File: src/rtl/display_arbiter_if.sv
// Bundle of the three display sources and the output_driver handshake.
// master = arbiter side, slave = the surrounding sources/sink.
interface display_arbiter_if #(
  parameter int DATA_WIDTH = 16
);
  logic                  i_clear;
  logic [DATA_WIDTH-1:0] i_res_data;
  logic                  i_res_is_neg;
  logic                  i_res_error;
  logic                  i_res_valid;
  logic                  o_res_ready;
  logic [DATA_WIDTH-1:0] i_ent_data;
  logic                  i_ent_is_neg;
  logic                  i_ent_valid;
  logic                  o_ent_ready;
  logic [DATA_WIDTH-1:0] o_data;
  logic                  o_data_is_neg;
  logic                  o_error;
  logic                  o_valid;
  logic                  i_ready;
  logic                  o_busy;

  modport master (
    input  i_clear, i_res_data, i_res_is_neg, i_res_error, i_res_valid,
           i_ent_data, i_ent_is_neg, i_ent_valid, i_ready,
    output o_res_ready, o_ent_ready, o_data, o_data_is_neg, o_error, o_valid, o_busy
  );

  modport slave (
    output i_clear, i_res_data, i_res_is_neg, i_res_error, i_res_valid,
           i_ent_data, i_ent_is_neg, i_ent_valid, i_ready,
    input  o_res_ready, o_ent_ready, o_data, o_data_is_neg, o_error, o_valid, o_busy
  );
endinterface

File: src/rtl/display_arbiter.sv
// Arbitrates clear / ALU result / keypad echo onto the single output_driver path,
// buffering the granted word and periodically re-sending it to self-heal the display.
module display_arbiter #(
  parameter int DATA_WIDTH     = 16,
  parameter int REFRESH_CYCLES = 1000000
) (
  input  logic             clk,
  input  logic             rst,
  display_arbiter_if.master bus
);

  localparam bit      REFRESH_EN = (REFRESH_CYCLES > 0);
  localparam int      CW         = REFRESH_EN ? $clog2(REFRESH_CYCLES + 1) : 1;
  localparam int      REF_LAST_I = REFRESH_EN ? REFRESH_CYCLES - 1 : 0;
  localparam [CW-1:0] REF_LAST   = CW'(REF_LAST_I);
  localparam [CW-1:0] CNT_MAX    = '1;

  typedef enum logic {S_IDLE, S_ISSUE} state_t;

  state_t                r_state, w_state_nxt;
  logic [DATA_WIDTH-1:0] r_data;
  logic                  r_neg;
  logic                  r_err;
  logic                  r_clear_pend;
  logic                  r_shown;
  logic [CW-1:0]         r_ref_cnt;

  logic w_clr_req;
  logic w_ld_clr, w_ld_res, w_ld_ent, w_refresh, w_cnt_en, w_done;
  logic w_res_ready, w_ent_ready;

  always_ff @(posedge clk) begin
    if (rst) r_state <= S_IDLE;
    else     r_state <= w_state_nxt;
  end

  // Priority: clear (live or pending) > ALU result > entry echo > refresh.
  always_comb begin
    w_state_nxt = r_state;
    w_res_ready = 1'b0;
    w_ent_ready = 1'b0;
    w_ld_clr    = 1'b0;
    w_ld_res    = 1'b0;
    w_ld_ent    = 1'b0;
    w_refresh   = 1'b0;
    w_cnt_en    = 1'b0;
    w_done      = 1'b0;
    w_clr_req   = bus.i_clear | r_clear_pend;
    case (r_state)
      S_IDLE: begin
        w_res_ready = ~w_clr_req;
        w_ent_ready = ~w_clr_req & ~bus.i_res_valid;
        if (w_clr_req) begin
          w_ld_clr    = 1'b1;
          w_state_nxt = S_ISSUE;
        end else if (bus.i_res_valid) begin
          w_ld_res    = 1'b1;
          w_state_nxt = S_ISSUE;
        end else if (bus.i_ent_valid) begin
          w_ld_ent    = 1'b1;
          w_state_nxt = S_ISSUE;
        end else if (REFRESH_EN && r_shown) begin
          if (r_ref_cnt == REF_LAST) begin
            w_refresh   = 1'b1;
            w_state_nxt = S_ISSUE;
          end else begin
            w_cnt_en = 1'b1;
          end
        end
      end
      S_ISSUE: begin
        if (bus.i_ready) begin
          w_done      = 1'b1;
          w_state_nxt = S_IDLE;
        end
      end
      default: w_state_nxt = S_IDLE;
    endcase
  end

  always_ff @(posedge clk) begin
    if (rst) begin
      r_data <= '0;
      r_neg  <= 1'b0;
      r_err  <= 1'b0;
    end else if (w_ld_clr) begin
      r_data <= '0;
      r_neg  <= 1'b0;
      r_err  <= 1'b0;
    end else if (w_ld_res) begin
      r_data <= bus.i_res_data;
      r_neg  <= bus.i_res_is_neg;
      r_err  <= bus.i_res_error;
    end else if (w_ld_ent) begin
      r_data <= bus.i_ent_data;
      r_neg  <= bus.i_ent_is_neg;
      r_err  <= 1'b0;
    end
  end

  // A clear seen while busy is remembered once; repeats collapse into it.
  always_ff @(posedge clk) begin
    if (rst)           r_clear_pend <= 1'b0;
    else if (w_ld_clr) r_clear_pend <= 1'b0;
    else if (bus.i_clear) r_clear_pend <= 1'b1;
  end

  always_ff @(posedge clk) begin
    if (rst)         r_shown <= 1'b0;
    else if (w_done) r_shown <= 1'b1;
  end

  always_ff @(posedge clk) begin
    if (rst)
      r_ref_cnt <= '0;
    else if (w_ld_clr || w_ld_res || w_ld_ent || w_refresh || w_done)
      r_ref_cnt <= '0;
    else if (w_cnt_en && r_ref_cnt != CNT_MAX)
      r_ref_cnt <= r_ref_cnt + 1'b1;
  end

  assign bus.o_res_ready   = w_res_ready;
  assign bus.o_ent_ready   = w_ent_ready;
  assign bus.o_data        = r_data;
  assign bus.o_data_is_neg = r_neg;
  assign bus.o_error       = r_err;
  assign bus.o_valid       = (r_state == S_ISSUE);
  assign bus.o_busy        = (r_state == S_ISSUE);

endmodule

File: src/flat_wrapper.sv
// flat-port wrapper written by rule: the top's interface ports become plain ports
module display_arbiter_flat 
#(
  parameter int DATA_WIDTH     = 16,
  parameter int REFRESH_CYCLES = 1000000
)
  (clk, rst, bus_i_clear, bus_i_res_data, bus_i_res_is_neg, bus_i_res_error, bus_i_res_valid, bus_i_ent_data, bus_i_ent_is_neg, bus_i_ent_valid, bus_i_ready, bus_o_res_ready, bus_o_ent_ready, bus_o_data, bus_o_data_is_neg, bus_o_error, bus_o_valid, bus_o_busy);
  display_arbiter_if #(.DATA_WIDTH(DATA_WIDTH)) bus_i ();
  input  logic clk;
  input  logic rst;
  input wire logic [$bits(bus_i.i_clear)-1:0] bus_i_clear;
  input wire logic [$bits(bus_i.i_res_data)-1:0] bus_i_res_data;
  input wire logic [$bits(bus_i.i_res_is_neg)-1:0] bus_i_res_is_neg;
  input wire logic [$bits(bus_i.i_res_error)-1:0] bus_i_res_error;
  input wire logic [$bits(bus_i.i_res_valid)-1:0] bus_i_res_valid;
  input wire logic [$bits(bus_i.i_ent_data)-1:0] bus_i_ent_data;
  input wire logic [$bits(bus_i.i_ent_is_neg)-1:0] bus_i_ent_is_neg;
  input wire logic [$bits(bus_i.i_ent_valid)-1:0] bus_i_ent_valid;
  input wire logic [$bits(bus_i.i_ready)-1:0] bus_i_ready;
  output wire logic [$bits(bus_i.o_res_ready)-1:0] bus_o_res_ready;
  output wire logic [$bits(bus_i.o_ent_ready)-1:0] bus_o_ent_ready;
  output wire logic [$bits(bus_i.o_data)-1:0] bus_o_data;
  output wire logic [$bits(bus_i.o_data_is_neg)-1:0] bus_o_data_is_neg;
  output wire logic [$bits(bus_i.o_error)-1:0] bus_o_error;
  output wire logic [$bits(bus_i.o_valid)-1:0] bus_o_valid;
  output wire logic [$bits(bus_i.o_busy)-1:0] bus_o_busy;
  assign bus_i.i_clear = bus_i_clear;
  assign bus_i.i_res_data = bus_i_res_data;
  assign bus_i.i_res_is_neg = bus_i_res_is_neg;
  assign bus_i.i_res_error = bus_i_res_error;
  assign bus_i.i_res_valid = bus_i_res_valid;
  assign bus_i.i_ent_data = bus_i_ent_data;
  assign bus_i.i_ent_is_neg = bus_i_ent_is_neg;
  assign bus_i.i_ent_valid = bus_i_ent_valid;
  assign bus_i.i_ready = bus_i_ready;
  assign bus_o_res_ready = bus_i.o_res_ready;
  assign bus_o_ent_ready = bus_i.o_ent_ready;
  assign bus_o_data = bus_i.o_data;
  assign bus_o_data_is_neg = bus_i.o_data_is_neg;
  assign bus_o_error = bus_i.o_error;
  assign bus_o_valid = bus_i.o_valid;
  assign bus_o_busy = bus_i.o_busy;
  display_arbiter #(.DATA_WIDTH(DATA_WIDTH), .REFRESH_CYCLES(REFRESH_CYCLES)) u_core (.clk(clk), .rst(rst), .bus(bus_i));
endmodule
File: config.mk
export PLATFORM = sky130hd
export DESIGN_NAME = display_arbiter_flat
export DESIGN_NICKNAME = d
export VERILOG_FILES = /design/src/rtl/display_arbiter_if.sv /design/src/rtl/display_arbiter.sv /design/src/flat_wrapper.sv
export SDC_FILE = /design/constraint.sdc
export NUM_CORES = 1
export LEC_CHECK = 0
export CAP_MARGIN = 20
export CELL_PAD_IN_SITES_DETAIL_PLACEMENT = 1
export CELL_PAD_IN_SITES_GLOBAL_PLACEMENT = 1
export CORE_UTILIZATION = 37
export CTS_CLUSTER_SIZE = 10
export DETAILED_ROUTE_END_ITERATION = 8
export PLACE_DENSITY = 0.94
export REMOVE_ABC_BUFFERS = 1
export SLEW_MARGIN = 20
export SYNTH_ARGS = -nofsm -noshare
export SYNTH_HDL_FRONTEND = slang
export SYNTH_SLANG_ARGS = --single-unit
File: constraint.sdc
create_clock -name clk -period 5.25 [get_ports clk]
set_clock_uncertainty 0.15 [all_clocks]
set_input_delay 0.7875 -clock clk [delete_from_list [all_inputs] [get_ports clk]]
set_output_delay 0.7875 -clock clk [all_outputs]
set_load 0.01 [all_outputs]
==> results by group <==
Logic synthesis
  • Synth top cells by count: dfxtp_1, nor2_1, o22ai_1
  • Yosys top cell by area: dfxtp_1
  • Largest cells by area after synthesis: dfxtp_1, nor2_1, a2bb2oi_1
  • Netlist cell types: 46
  • Mapped Cells: 250
  • Async set or reset register ratio after synthesis: 0%
  • Synth top area share: 38.4%
  • Avg Synthesized Cell Area: 8.55 µm²
  • Ys Warns: 0
  • Top_reg_cell synth: dfxtp_1
  • Register area share after synthesis: 38.4%
  • Top-count cell post-synth: dfxtp_1
  • FF+latch count, synth: 41
  • Synthesized area: 2140 µm²
  • Number of synthesized flops with an enable pin: 0

Timing
  • Setup TNS: 0 ns
  • Number of setup violations in the final report: 0
  • RSZ-0062 raised after global routing: false
  • Fmax: 274 MHz
  • Slew headroom: 49.2%
  • Worst-margin pin slew: 0.760 ns
  • Max Slew Vio Count: 0
  • Min Hold Slack: 0.331 ns
  • Final hold violations: 0
  • Min Tclk post-route: 3.66 ns
  • Tcrit/Tclk final: 69.6%

GRT
  • Largest net degree at the start of global routing: 31
  • First-pass GRT wire length: 10.7 mm
  • Vias in the first global route: 2282
  • GR Overflow Total: 0
  • Total track usage: 22.0%
  • Antenna violations before repair: 0

Route
  • Routed wire length: 6.13 mm
  • Drt first pass iters: 4
  • Vias per cell: 5.67
  • Post-route ant nets: 0
  • Via count: 2149
  • WL/cell: 16.2 µm
  • DR iter-0 viols: 79
  • Post-route DRC: 0

Worst setup path
  • Crit path max fanout: 20
  • Critical R2R Launch: u_core.bus.o_busy$_SDFF_PP0_
  • Worst setup path category: primary input to output pin
  • CP required: 4.31 ns
  • Crit path DAT: 2.72 ns
  • FF-to-FF setup slack: 2.52 ns
  • Worst R2R End: u_core.r_ref_cnt[11]$_SDFFE_PP0P_
  • Startpoint types: primary input
  • FF-to-FF path depth: 7
  • Setup crit end kind: output pin

Die
  • Placeable Area: 5540 µm²
  • Die width: 78 µm
  • Die Y: 78 µm
  • Starting Density: 38.6%
  • DIE AREA: 6080 µm²
  • I/O pins: 63
  • Site row count: 27

Placement
  • # port buffers: 62
  • Gp weighted congestion: 0.801
  • Post-Place Cell Area: 2750 µm²
  • Final HPWL DP: 4.48 mm

Power and ir drop
  • Worst ir drop on vdd: 0.138 mV
  • Power Density: 249 nW/µm²
  • Static Leak: 0.000901 µW

Run
  • Maxcap violations: 0

Clocking
  • CTS tree: yes
  • Post-CTS setup buffer count: 0
  • Clk root buf: clkbuf_8
  • H-tree depth: 2
  • # clock sinks: 41
  • CTS Hold Buffers Added: 0
  • Post_cts resized: 0
  • TritonCTS buffer count: 5
  • Reg clk slew, reported paths: 0.08 ns
  • Longest Clk Path Bufs: 2
  • Clk_lat worst skew: 0.30 ns

Cells and area
  • # diodes: 0
  • Layout Nets: 348
  • P&R area growth vs syn: 34.5%
  • Post-route cell area: 2870 µm²
  • Share of cells above drive strength 1: 9.12%

Min path
  • HP Start: u_core.r_ref_cnt[5]$_SDFFE_PP0P_
  • Hold Crit Class: flop to flop
  • Hold path cells: 2
  • Hold path endpoint: u_core.r_ref_cnt[5]$_SDFFE_PP0P_

Status
  • Status: finished, final reports clean
-- placed cells by master (no fill, tap or decap), drive strengths merged, types with 2 or more instances in the layout --
master         instances
nor4                   5
dfxtp                 41
a2bb2oi               15
a21oi                 16
nand3                 12
o21bai                 2
nand2b                 2
o21ai                  2
nor2                  45
xnor2                  4
buf                    3
o31ai                 13
clkdlybuf4s50         62
nand4                  4
inv                    6
nand2                  8
nor4b                  2
or4                   12
nor3                   3
clkbuf                 6
a211oi                 2
o22ai                 17
or3                    7
and3                   4
-- final cells by class --
type / instances / area (µm²)
Fill cell: 680 / 2670
Multi-Input combinational cell: 186 / 1170
Sequential cell: 41 / 821
Timing Repair Buffer: 65 / 643
Tap cell: 72 / 90.1
Clock buffer: 6 / 82.6
Clock inverter: 2 / 37.5
Inverter: 7 / 26.3
-- how the worst max path moves through the flow --
stage	start	end
detailed placement	bus_i_clear	bus_o_res_ready
floorplan	bus_i_clear	u_core.r_ref_cnt[11]$_SDFFE_PP0P_
finish	bus_i_clear	bus_o_res_ready
CTS	bus_i_clear	bus_o_res_ready
global route	bus_i_clear	bus_o_res_ready
global placement	bus_i_clear	bus_o_res_ready
-- report_power, final --
part | switching (µW) | internal, µW | total, µW | leakage [µW]
Clock | 119 | 155 | 273 | 0.0000574
Sequential | 6.39 | 320 | 326 | 0.000333
Combinational | 51.8 | 64.6 | 116 | 0.000511
Total | 177 | 539 | 716 | 0.000901
-- metal layers --
layer / routed length [µm] / vias to the layer above / GRT usage, %
met5: 0 / - / 0
met4: 102 / 0 / 7.41
met3: 428 / 11 / 6.82
met2: 3040 / 63 / 38.9
met1: 2550 / 1026 / 24.8
li1: - / 1049 / -
-- metrics by stage --
stage	utilization (%)	setup slack, ns	cells	total power (µW)
finish	51.9	1.59	379	716
global route	51.9	1.51	379	743
CTS	51.9	1.59	379	717
detailed placement	49.7	1.61	371	450
global placement	49.7	1.61	371	446
floorplan	-	2.19	234	381
-- kinds of logic (layout without fill, tap and decap cells) --
kind of cell / after synthesis / in the layout / share of synthesized area (%)
DFF: 41 / 41 / 38.4
xor gates and xnor gates: 4 / 4 / 1.64
AOI/OAI and AO/OA: 71 / 71 / 23.3
buffers and inverters: 23 / 80 / 6.67
muxes: 1 / 1 / 0.468
and+or+nand+nor: 109 / 109 / 28.9
adders and majority gates: 1 / 1 / 0.585
-- flip-flops by register name, summed over array words and instances (netlist names) --
name / cells
u_core.bus.o_error: 1
u_core.bus.o_data: 16
u_core.bus.o_data_is_neg: 1
u_core.r_clear_pend: 1
u_core.r_shown: 1
u_core.bus.o_busy: 1
u_core.r_ref_cnt: 20
-- worst max-delay path, cell delays in order --
cell,delay (ns)
clkdlybuf4s50_1,0.42
or3_1,0.66
inv_2,0.26
clkdlybuf4s50_1,0.59
Note: power is estimated with default switching activity, not from simulation.
